### config.mk
export PLATFORM = sky130hd
export DESIGN_NAME = rr_mux
export DESIGN_NICKNAME = d
export VERILOG_FILES = /design/src/rtl/rr_mux.sv
export SDC_FILE = /design/constraint.sdc
export NUM_CORES = 1
export LEC_CHECK = 0
export CAP_MARGIN = 0
export CORE_MARGIN = 3
export CORE_UTILIZATION = 43
export DETAILED_ROUTE_END_ITERATION = 8
export PLACE_DENSITY_LB_ADDON = 0.08
export SYNTH_ARGS = -nofsm -noshare
export SYNTH_HDL_FRONTEND = slang
export SYNTH_SLANG_ARGS = --single-unit
export TNS_END_PERCENT = 100
### constraint.sdc
create_clock -name clk -period 23.4 [get_ports clk]
set_clock_uncertainty 0.2 [all_clocks]
set_input_delay 4.68 -clock clk [delete_from_list [all_inputs] [get_ports clk]]
set_output_delay 4.68 -clock clk [all_outputs]
set_load 0.01 [all_outputs]
### src/rtl/rr_mux.sv
`default_nettype none
// ============================================================================
// Module  : rr_mux
// Purpose : N_CH-to-1 data mux with direct-select or round-robin arbitration,
//           feeding a single registered output slot with valid/ready handshake.
// Rev     : 1.0  initial release
// ============================================================================
module rr_mux #(
   parameter int WIDTH = 5,
   parameter int N_CH  = 32,
   parameter int SEL_W = $clog2(N_CH)
) (
   input  logic                  clk,
   input  logic                  rst_n,
   input  logic [N_CH*WIDTH-1:0] in_data,
   input  logic [N_CH-1:0]       in_valid,
   output logic [N_CH-1:0]       in_ready,
   input  logic                  mode,
   input  logic [SEL_W-1:0]      sel,
   output logic [WIDTH-1:0]      out_data,
   output logic [SEL_W-1:0]      out_ch,
   output logic                  out_valid,
   input  logic                  out_ready
);

   logic [WIDTH-1:0] w_ch_data [N_CH];
   logic [SEL_W-1:0] r_ptr;
   logic [WIDTH-1:0] r_data;
   logic [SEL_W-1:0] r_ch;
   logic             r_valid;

   logic             w_space;
   logic             w_hit;
   logic             w_load;
   logic [SEL_W-1:0] w_cand;
   logic [SEL_W-1:0] w_ptr_next;

   genvar g;
   generate
      for (g = 0; g < N_CH; g++) begin : g_unpack
         assign w_ch_data[g] = in_data[g*WIDTH +: WIDTH];
      end
   endgenerate

   assign w_space = !r_valid || out_ready;

   // Candidate selection: direct index in mode 0, rotating priority from r_ptr in mode 1.
   always_comb begin
      int               v_idx;
      logic [SEL_W-1:0] v_idx_s;
      w_hit   = 1'b0;
      w_cand  = '0;
      v_idx   = 0;
      v_idx_s = '0;
      if (mode == 1'b0) begin
         if ((int'(sel) < N_CH) && in_valid[sel]) begin
            w_hit  = 1'b1;
            w_cand = sel;
         end
      end else begin
         for (int i = 0; i < N_CH; i++) begin
            v_idx = int'(r_ptr) + i;
            if (v_idx >= N_CH) begin
               v_idx = v_idx - N_CH;
            end
            v_idx_s = v_idx[SEL_W-1:0];
            if (!w_hit && in_valid[v_idx_s]) begin
               w_hit  = 1'b1;
               w_cand = v_idx_s;
            end
         end
      end
   end

   assign w_load = rst_n && w_hit && w_space;

   always_comb begin
      in_ready = '0;
      if (w_load) begin
         in_ready[w_cand] = 1'b1;
      end
   end

   assign w_ptr_next = (int'(w_cand) == N_CH - 1) ? '0 : w_cand + 1'b1;

   always_ff @(posedge clk or negedge rst_n) begin
      if (!rst_n) begin
         r_data  <= '0;
         r_ch    <= '0;
         r_valid <= 1'b0;
         r_ptr   <= '0;
      end else begin
         if (w_load) begin
            r_data  <= w_ch_data[w_cand];
            r_ch    <= w_cand;
            r_valid <= 1'b1;
            if (mode) begin
               r_ptr <= w_ptr_next;
            end
         end else if (out_ready) begin
            // Drain with nothing to replace it: data and channel keep last word.
            r_valid <= 1'b0;
         end
      end
   end

   assign out_data  = r_data;
   assign out_ch    = r_ch;
   assign out_valid = r_valid;

endmodule
`default_nettype wire

==> impl_results.md <==
- Tcrit/Tclk final: 0.684
- Inst Count DP: 1630
- Final RePlAce weighted congestion: 1.00
- Placed cell area: approximately 12000 sq um
- I/O pins: roughly 240
- Post-route insts no fill: 1634
- Post-CTS Hold Buffers: 0
- Synth area leaders: mux4_2 21%, mux2i_1 15%, mux2_2 6.8%, dfrtp_1 4.0%, nand2_1 3.6%
- Sequential area share after synthesis: 0.0402
- Final Hold Fails: 0
- CP required: ~19 ns
- Max Slew Vio Count: 0
- Worst hold slack: between 0.3 and 0.4 ns
- Max cap viols: 0
- Initial Util: 0.439
- Layout cells sized above 1: 0.173
- Worst setup path endpoint: in_ready[15]
- Most numerous cell in the Yosys netlist: mux2i_1
- Worst-path maximum fanout: 37
- Clock Latency Late Sink: approximately 0.25 ns
- Core Region: between 20000 and 25000 sq um
- Slew @ Worst Pin: about 1.1 ns
- Total track usage: 0.376
- Critical path launch point: in_valid[13]
- Post-CTS Resized: 0
- CTS sink count: 16
- R2r endpoint: out_data[1]
- Routed wire length: 48700 um
- Reg2reg setup slack: 14.52 ns
- Post-synth top area share: 0.212
- # diodes: 0
- IO Port Bufs: 243
- Status: finished clean
- Chip height: ~160 um
- Layout Nets: around 1600
- Setup Total Neg Slack: 0 ns
- Net count after synthesis: about 1400
- First-pass GRT wire length: roughly 70000 um
- Number of global-route vias before repair: between 10000 and 15000
- Asr flop ratio synth: 1.00
- Layout area overhead: 26.2%
- ANT nets after route: 0
- Fin area: between 10000 and 15000 sq um
- Kind of critical path: in -> out
- Fin crit period: roughly 16 ns
- Wire per inst: slightly below 30 um
- H-tree Lvls: 1
- Yosys cell types: 99
- Yosys warning count: 0
- Initial DRC Count: ~1400
- Reg-to-Reg Start: r_ptr[1]
- Row cnt: 55
- Max-slew headroom: 0.238
- Synth cell count leaders: 149 x mux2i_1, 96 x nand2_1, 94 x mux4_2
- CTS tree: done
- Vias/cell: between 6 and 7
- DRC: 0
- Max Fclk: ~63 MHz
- Critical Path Start Type: primary input
- Endpoint class of the critical path: primary output
- Area leader, netlist: mux4_2
- Top_reg_cell synth: dfrtp_1
- Unrepaired setup endpoints after global routing: no
- Seq cells post-synth: 16
- Post-CTS Setup Bufs: 0
- Post-synth EDFFs: 0
- Overall via count from detail_route: 11342
- Initial antenna violation count: 0
- Die area: 25000 sq um
- Mean Syn Cell Area: 8.59 sq um
- Critical Path AT: roughly 11 ns
- Root buf cell: clkbuf_16
- Number of CTS-inserted buffers: 3
- Reg clk slew, reported paths: ~0.050 ns
- Worst Reg-to-Reg Cells: 20
- Congestion Overflow GR: 0
- Pin count of the biggest net entering global routing: 62
- Hold WC Path Type: reg -> reg
- CTS max path bufs: 2
- DP Wirelength: between 30000 and 40000 um
- Mapped Cells: between 1000 and 1500
- Endpoints failing setup: 0
- Mapped cell area: between 9000 and 10000 sq um
- DIE WIDTH: 158 um
- DR pass1 iterations: 6
## area by class of cell
type | instances | area [sq um]
fillers | 2226 | 10100
inverters | 31 | 116
clock buffers | 4 | 88.8
flip-flops and latches | 16 | 405
repair buffers | 273 | 2660
well taps | 285 | 357
multi-input cells | 1025 | 8950
## registers in the layout, indices dropped and copies added, names as in the netlist
name and flops:
out_data 5, out_valid 1, out_ch 5, r_ptr 5
## how the worst min path moves through the flow
stage	from	endpoint	slack [ns]	cells past startpoint
2_1_floorplan	out_ch[0]	out_ch[0]	0.34	2
6_report	out_ch[3]	out_ch[3]	0.31	1
3_5_place_dp	out_ch[3]	out_ch[3]	0.30	1
4_1_cts	out_ch[3]	out_ch[3]	0.31	1
5_1_grt	out_ch[3]	out_ch[3]	0.32	1
3_3_place_gp	out_ch[3]	out_ch[3]	0.29	1
## cell families (layout without fill, tap and decap cells)
family / after synthesis / count (layout) / synth area share
flops: 16 / 16 / 0.0402
mux: 320 / 320 / 0.451
buf+inv: 119 / 308 / 0.0656
compound gates: 284 / 284 / 0.198
fa+ha+maj: 13 / 13 / 0.0163
simple gates: 374 / 374 / 0.199
xor+xnor: 34 / 34 / 0.0306
## placed cells by master (no fill, tap or decap), types with 5 or more instances in the layout
| cell | n |
|---|---|
| clkdlybuf4s50_1 | 243 |
| a22oi_1 | 8 |
| xnor2_1 | 23 |
| a211oi_1 | 31 |
| mux4_2 | 94 |
| and2_1 | 6 |
| inv_1 | 26 |
| o211ai_1 | 15 |
| a21oi_1 | 64 |
| a2111oi_0 | 6 |
| nor2b_1 | 9 |
| nand4_1 | 20 |
| a211o_1 | 8 |
| nor2_1 | 90 |
| mux2_1 | 15 |
| xor2_1 | 8 |
| nor4b_1 | 5 |
| o31ai_1 | 5 |
| dfrtp_1 | 14 |
| mux2i_1 | 149 |
| buf_4 | 30 |
| nand2b_1 | 9 |
| ha_1 | 12 |
| mux2_2 | 60 |
| and3_1 | 30 |
| a31oi_1 | 14 |
| and4_1 | 5 |
| a21boi_0 | 7 |
| o22ai_1 | 16 |
| o21ai_1 | 9 |
| o21ai_0 | 38 |
| nor3_1 | 24 |
| o21a_1 | 9 |
| nand2_1 | 95 |
| or3_1 | 11 |
| nand3_1 | 20 |
| nand3b_1 | 6 |
| nor4_1 | 9 |
## metrics by stage
step,util,setup WS [ns]
after global placement,0.550,7.70
after global routing,0.554,7.21
after CTS,0.554,7.63
final,0.554,7.40
after detailed placement,0.550,7.62
after floorplan,-,9.73
## worst max-delay path, cell delays in order
cell             delay [ns]
clkdlybuf4s50_1        0.64
mux4_2                 0.64
mux2_2                 0.32
mux4_2                 0.57
a41oi_2                0.32
nand4_2                0.35
nor4_4                 0.57
nand2_1                0.21
a211o_1                0.35
a41oi_2                0.61
nand2_4                0.45
nor2_2                 0.37
nand2_1                0.25
nor2_1                 0.17
clkdlybuf4s50_1        0.56
## metal layers
metal / up-vias / part of all wire / track usage
li1: 4974 / - / -
met1: 5484 / 0.37 / 0.476
met2: 736 / 0.48 / 0.636
met3: 148 / 0.089 / 0.0530
met4: 0 / 0.059 / 0.172
met5: - / 0 / 0
Power is left out: the tool's default activity adds up to more than one toggle a clock period on the data nets, which glitch-free logic cannot reach.
